File: src/rtl/aes_buffer_out_reader_pkg.sv
// Shared AES buffer definitions: word width, slot count, FSM state type
// and the block-size code decode used by both input and output buffers.
package aes_buffer_out_reader_pkg;

    localparam int WORD_W = 32;
    localparam int SLOTS  = 8;

    typedef enum logic {
        ST_FILL,
        ST_FULL
    } state_t;

    // bit3 wins (8 words), then bit2&bit1 (6 words); all else is 4 words
    function automatic logic [3:0] decode_block_size(input logic [3:0] code);
        logic [3:0] n;
        n = 4'd4;
        if (code[3]) begin
            n = 4'd8;
        end else if (code[2] && code[1]) begin
            n = 4'd6;
        end
        return n;
    endfunction

endpackage

File: src/rtl/aes_blocksize_decode.sv
// Combinational block-size decoder.
// Ports: code (4-bit size code) -> n (words per block, 4/6/8).
module aes_blocksize_decode
    import aes_buffer_out_reader_pkg::*;
(
    input  logic [3:0] code,
    output logic [3:0] n
);

    assign n = decode_block_size(code);

endmodule

File: src/rtl/aes_buffer_out_reader.sv
// Pops N words from the AES output FIFO and presents them as one block
// until the host acknowledges it.
// Ports: iClk/iRst_n; iParam_load+iBlockSize set N and flush;
//   iFF_empty/oFF_read_req/iFF_data talk to a non-showahead FIFO;
//   oBlock_valid/oData_1..8/iBlock_ack present the block; oBlock_count
//   counts acknowledged blocks.
module aes_buffer_out_reader
    import aes_buffer_out_reader_pkg::*;
(
    input  logic              iClk,
    input  logic              iRst_n,
    input  logic              iParam_load,
    input  logic [3:0]        iBlockSize,
    input  logic              iFF_empty,
    output logic              oFF_read_req,
    input  logic [WORD_W-1:0] iFF_data,
    output logic              oBlock_valid,
    output logic [WORD_W-1:0] oData_1,
    output logic [WORD_W-1:0] oData_2,
    output logic [WORD_W-1:0] oData_3,
    output logic [WORD_W-1:0] oData_4,
    output logic [WORD_W-1:0] oData_5,
    output logic [WORD_W-1:0] oData_6,
    output logic [WORD_W-1:0] oData_7,
    output logic [WORD_W-1:0] oData_8,
    input  logic              iBlock_ack,
    output logic [15:0]       oBlock_count
);

    state_t            state;
    logic [3:0]        n_words;
    logic [3:0]        n_dec;
    logic [3:0]        issue_cnt;
    logic [3:0]        recv_cnt;
    logic              rd_pending;
    logic [WORD_W-1:0] word [SLOTS];

    aes_blocksize_decode u_decode (
        .code (iBlockSize),
        .n    (n_dec)
    );

    // Gated by iRst_n so no word is popped on an edge the block ignores
    assign oFF_read_req = iRst_n && (state == ST_FILL) && !iFF_empty &&
                          (issue_cnt != n_words) && !iParam_load;

    assign oData_1 = word[0];
    assign oData_2 = word[1];
    assign oData_3 = word[2];
    assign oData_4 = word[3];
    assign oData_5 = word[4];
    assign oData_6 = word[5];
    assign oData_7 = word[6];
    assign oData_8 = word[7];

    always_ff @(posedge iClk or negedge iRst_n) begin
        if (!iRst_n) begin
            state        <= ST_FILL;
            n_words      <= 4'd4;
            issue_cnt    <= '0;
            recv_cnt     <= '0;
            rd_pending   <= 1'b0;
            oBlock_valid <= 1'b0;
            oBlock_count <= '0;
            for (int i = 0; i < SLOTS; i++) begin
                word[i] <= '0;
            end
        end else if (iParam_load) begin
            // Flush drops any word still returning from the FIFO
            state        <= ST_FILL;
            n_words      <= n_dec;
            issue_cnt    <= '0;
            recv_cnt     <= '0;
            rd_pending   <= 1'b0;
            oBlock_valid <= 1'b0;
            for (int i = 0; i < SLOTS; i++) begin
                word[i] <= '0;
            end
        end else begin
            rd_pending <= oFF_read_req;
            case (state)
                ST_FILL: begin
                    if (oFF_read_req) begin
                        issue_cnt <= issue_cnt + 4'd1;
                    end
                    if (rd_pending) begin
                        word[recv_cnt[2:0]] <= iFF_data;
                        recv_cnt            <= recv_cnt + 4'd1;
                        if (recv_cnt == n_words - 4'd1) begin
                            state        <= ST_FULL;
                            oBlock_valid <= 1'b1;
                        end
                    end
                end
                ST_FULL: begin
                    if (iBlock_ack) begin
                        state        <= ST_FILL;
                        oBlock_valid <= 1'b0;
                        issue_cnt    <= '0;
                        recv_cnt     <= '0;
                        oBlock_count <= oBlock_count + 16'd1;
                    end
                end
                default: begin
                    state <= ST_FILL;
                end
            endcase
        end
    end

endmodule

File: config.mk
export PLATFORM = sky130hd
export DESIGN_NAME = aes_buffer_out_reader
export DESIGN_NICKNAME = d
export VERILOG_FILES = /design/src/rtl/aes_buffer_out_reader_pkg.sv /design/src/rtl/aes_blocksize_decode.sv /design/src/rtl/aes_buffer_out_reader.sv
export SDC_FILE = /design/constraint.sdc
export NUM_CORES = 1
export LEC_CHECK = 0
export ABC_AREA = 1
export BUFFER_PORTS_ARGS = -buffer_cell sky130_fd_sc_hd__buf_2
export CAP_MARGIN = 20
export CORE_UTILIZATION = 56
export CTS_CLUSTER_DIAMETER = 40
export CTS_CLUSTER_SIZE = 16
export DETAILED_ROUTE_END_ITERATION = 8
export PLACE_DENSITY = 0.95
export SLEW_MARGIN = 5
export SYNTH_ARGS = -nofsm -noshare
export SYNTH_HDL_FRONTEND = slang
export SYNTH_SLANG_ARGS = --single-unit
export TNS_END_PERCENT = 10
File: constraint.sdc
create_clock -name iClk -period 2.59 [get_ports iClk]
set_input_delay 0.1295 -clock iClk [delete_from_list [all_inputs] [get_ports iClk]]
set_output_delay 0.1295 -clock iClk [all_outputs]
set_load 0.005 [all_outputs]
==> summary.md <==
| Metric | Value |
|---|---|
| Status | `finished clean` |
| Met2 wire len | `16.6 mm` |
| Pin count of the biggest net entering global routing | `about 190` |
| Final cell count without fillers | `1689` |
| LEAKAGE | `7.27 nW` |
| Seq/Total Area, Yosys | `64.6%` |
| CTS Sinks | `286` |
| Die W | `roughly 140 um` |
| Delay of the slowest cell on the worst path | `approximately 570 ps` |
| DRC violations left | `0` |
| Power per cell area | `661 nW/um^2` |
| # diodes | `0` |
| Placed cell area | `13000 sq um` |
| Mapped Cells | `1080` |
| Starting Density | `approximately 57%` |
| Die height | `143 um` |
| Fin. Hold Viols | `0` |
| Num ports | `315` |
| TNS Setup | `0 ps` |
| TritonCTS Buffers | `30` |
| Fmax | `475 MHz` |
| CTS tree | `done` |
| Unrepaired setup endpoints after global routing | `false` |
| Final-report setup violation count | `0` |
| Critical path's top delay family | `buffers and inverters` |
| DR pass1 iterations | `5` |
| Ys Warns | `0` |
| Seq cells post-synth | `between 200 and 300` |
| Avg Cell Area, Syn | `a little over 10 sq um` |
| Crit path max fanout | `24` |
| WL/cell | `20.7 um` |
| DIE AREA | `20400 sq um` |
| Root Buffer | `clkbuf_16` |
| IO Port Bufs | `313` |
| WL final | `between 30 and 40 mm` |
| Crit-path slowest cell | `dlygate4sd3_1` |
| Critical path capture point type | `flop` |
| Cell Chain, Critical Path | `dlygate4sd3_1 > buf_2 > inv_4 > nand2_4 > nor2_4 > buf_12 > nand2_1 > o22ai_1` |
| Slew @ Worst Pin | `slightly below 1000 ps` |
| Metal1 wirelength | `13.0 mm` |
| CP Buf/Inv Count | `4` |
| Core area | `19400 sq um` |
| Antenna violations before repair | `0` |
| Final estimated routing congestion in global placement | `0.848` |
| Worst min path class | `input port to flop` |
| DRT iter0 DRCs | `784` |
| Design area | `14100 sq um` |
| Vias per cell | `5.74` |
| Max-cap violations | `0` |
| Worst vdd ir | `~0.54 mV` |
| Final cycle utilization of the critical path | `81.4%` |
| Std cell rows | `51` |
| Layout area overhead | `27.4%` |
| Startpoint types | `input port` |
| Final net count | `1446` |
| Post-layout minimum cycle time | `between 2000 and 2500 ps` |
| Vias | `9691` |
| Post-synthesis cell type count | `30` |
| Met3 WL post-DR | `between 3 and 4 mm` |
| Synthesized area | `11100 sq um` |
| First-pass GRT wire length | `~53 mm` |
| Worst Clk Skew | `29.4 ps` |
| Clock transition at the registers of the reported paths | `around 70 ps` |
| ANT nets after route | `0` |
| HPWL Detailed | `about 22 mm` |
| Clock Tree Buf Depth | `3` |
| Mapped Nets | `1125` |
| Clk Latency, worst-skew pair | `550 ps` |
| Relative slew slack | `between 30% and 40%` |
| DR top layer | `met4` |
| Critical path data required time | `3040 ps` |
| Worst path arrival time | `between 2000 and 3000 ps` |
| Fill cells | `around 1300` |
| GR Overflow Total | `0` |
| H-tree Lvls | `1` |
| Fraction of layout cells with a size suffix above 1 | `between 20% and 30%` |
| # resized after CTS | `0` |
| Max Slew Vio Count | `0` |
| Placed insts | `1625` |
| Vias in the first global route | `between 9000 and 10000` |
| CP Class | `input port to flop` |
| Tot GR Track Use | `34.6%` |
-- tightest hold or removal path, stage by stage --
cell and delay (ps):
buf_2 90, nand2_1 290, o22ai_1 120
-- path summary, 6_finish.rpt --
path                              start          end  slack [ps]  cells past startpoint
setup / recovery            iParam_load  oData_1[28]         480                      8
hold / removal             iFF_data[30]  oData_3[30]         120                      3
setup reg to reg                  state  oData_1[28]         510                      6
hold reg to reg             oData_8[12]  oData_8[12]         480                      2
max in group asynchronous        iRst_n  oData_2[27]        1470                      3
min in group asynchronous        iRst_n   oData_2[9]         270                      3
-- metal layers --
layer	GRT usage, %	vias to the layer above
li1	-	4169
met1	43.3	4693
met2	55.6	685
met3	8.99	144
met4	18.3	0
met5	0	-
-- area by class of cell --
class                      instances  area (sq um)  area share, %
inverter                         255           960           6.80
sequential                       286          7160           50.7
clock inverter                    21           208           1.47
tap                              265           332           2.35
clock buffer                      34           807           5.72
timing repair buffer             341          1880           13.3
multi-input combinational        487          2770           19.6
-- cells in the mapped netlist --
cell type	count	share of area [%]
nor4_1	1	0.057
buf_6	1	0.10
o21ai_0	32	1.4
o21ai_1	6	0.27
buf_2	10	0.45
inv_1	252	8.5
clkbuf_1	24	0.81
nor2_1	27	0.91
ha_1	4	0.45
inv_2	2	0.068
a21oi_1	1	0.045
dfstp_2	1	0.24
nand2_1	130	4.4
o21bai_1	1	0.068
xor2_1	10	0.79
o21ai_2	1	0.079
nor3_1	1	0.045
xnor2_1	6	0.47
nand4_1	4	0.23
nand3_1	25	1.1
inv_4	1	0.057
nor2_4	2	0.20
nand3b_1	1	0.068
nand2_4	1	0.10
nand3_2	2	0.18
nor2_2	1	0.057
o22ai_1	224	13
dfrtp_1	285	64
buf_4	17	1.2
a21oi_2	7	0.55
-- cells in the final DEF, fill, tap and decap left out, types with 10 or more instances in the layout --
master	n
o22ai_1	224
nand2_1	130
xor2_1	10
buf_4	13
inv_1	252
clkbuf_16	31
nor2_1	27
buf_2	312
dfrtp_1	285
nand3_1	18
o21ai_0	32
-- cells by family (layout without fill, tap and decap cells) --
logic type      Yosys count  after routing  synth area share, %
compound gates          272            272                 15.1
xor+xnor                 16             16                 1.26
fa+ha+maj                 4              4                0.452
buf+inv                 307            651                 11.2
flops                   286            286                 64.6
simple gates            195            195                 7.39
-- registers in the layout (all words and copies together) (netlist names) --
register      cells
issue_cnt         4
n_words           3
oBlock_count     16
oBlock_valid      1
oData_1          32
oData_2          32
oData_3          32
oData_4          32
oData_5          32
oData_6          32
oData_7          32
oData_8          32
rd_pending        1
recv_cnt          4
state             1
-- per-stage QoR --
step                hold slack, ps  worst slack, ps  util [%]  power [mW]
finish                         120              483      72.8        9.33
floorplan                     -166             1230         -        4.83
global placement               233              706      67.1        5.07
global route                   107              383      72.8        9.58
CTS                           93.0              527      72.8        9.36
detailed placement             242              583      67.1        5.09
-- where the power goes --
part           leakage (nW)  total (mW)  internal [mW]  switching (mW)
combinational          2.81       0.494          0.144           0.351
clock                 0.486        4.31           2.40            1.91
sequential             3.98        4.53           4.50          0.0260
total                  7.27        9.33           7.04            2.29
-- repair_timing --
| action | CTS | global route |
|---|---|---|
| endpoints found under the hold margin | 294 | 0 |
| setup buffers | 0 | 0 |
| endpoints found under the setup margin | 0 | 0 |
| hold buffers | 9 | 0 |
Note: power is estimated with default switching activity, not from simulation.
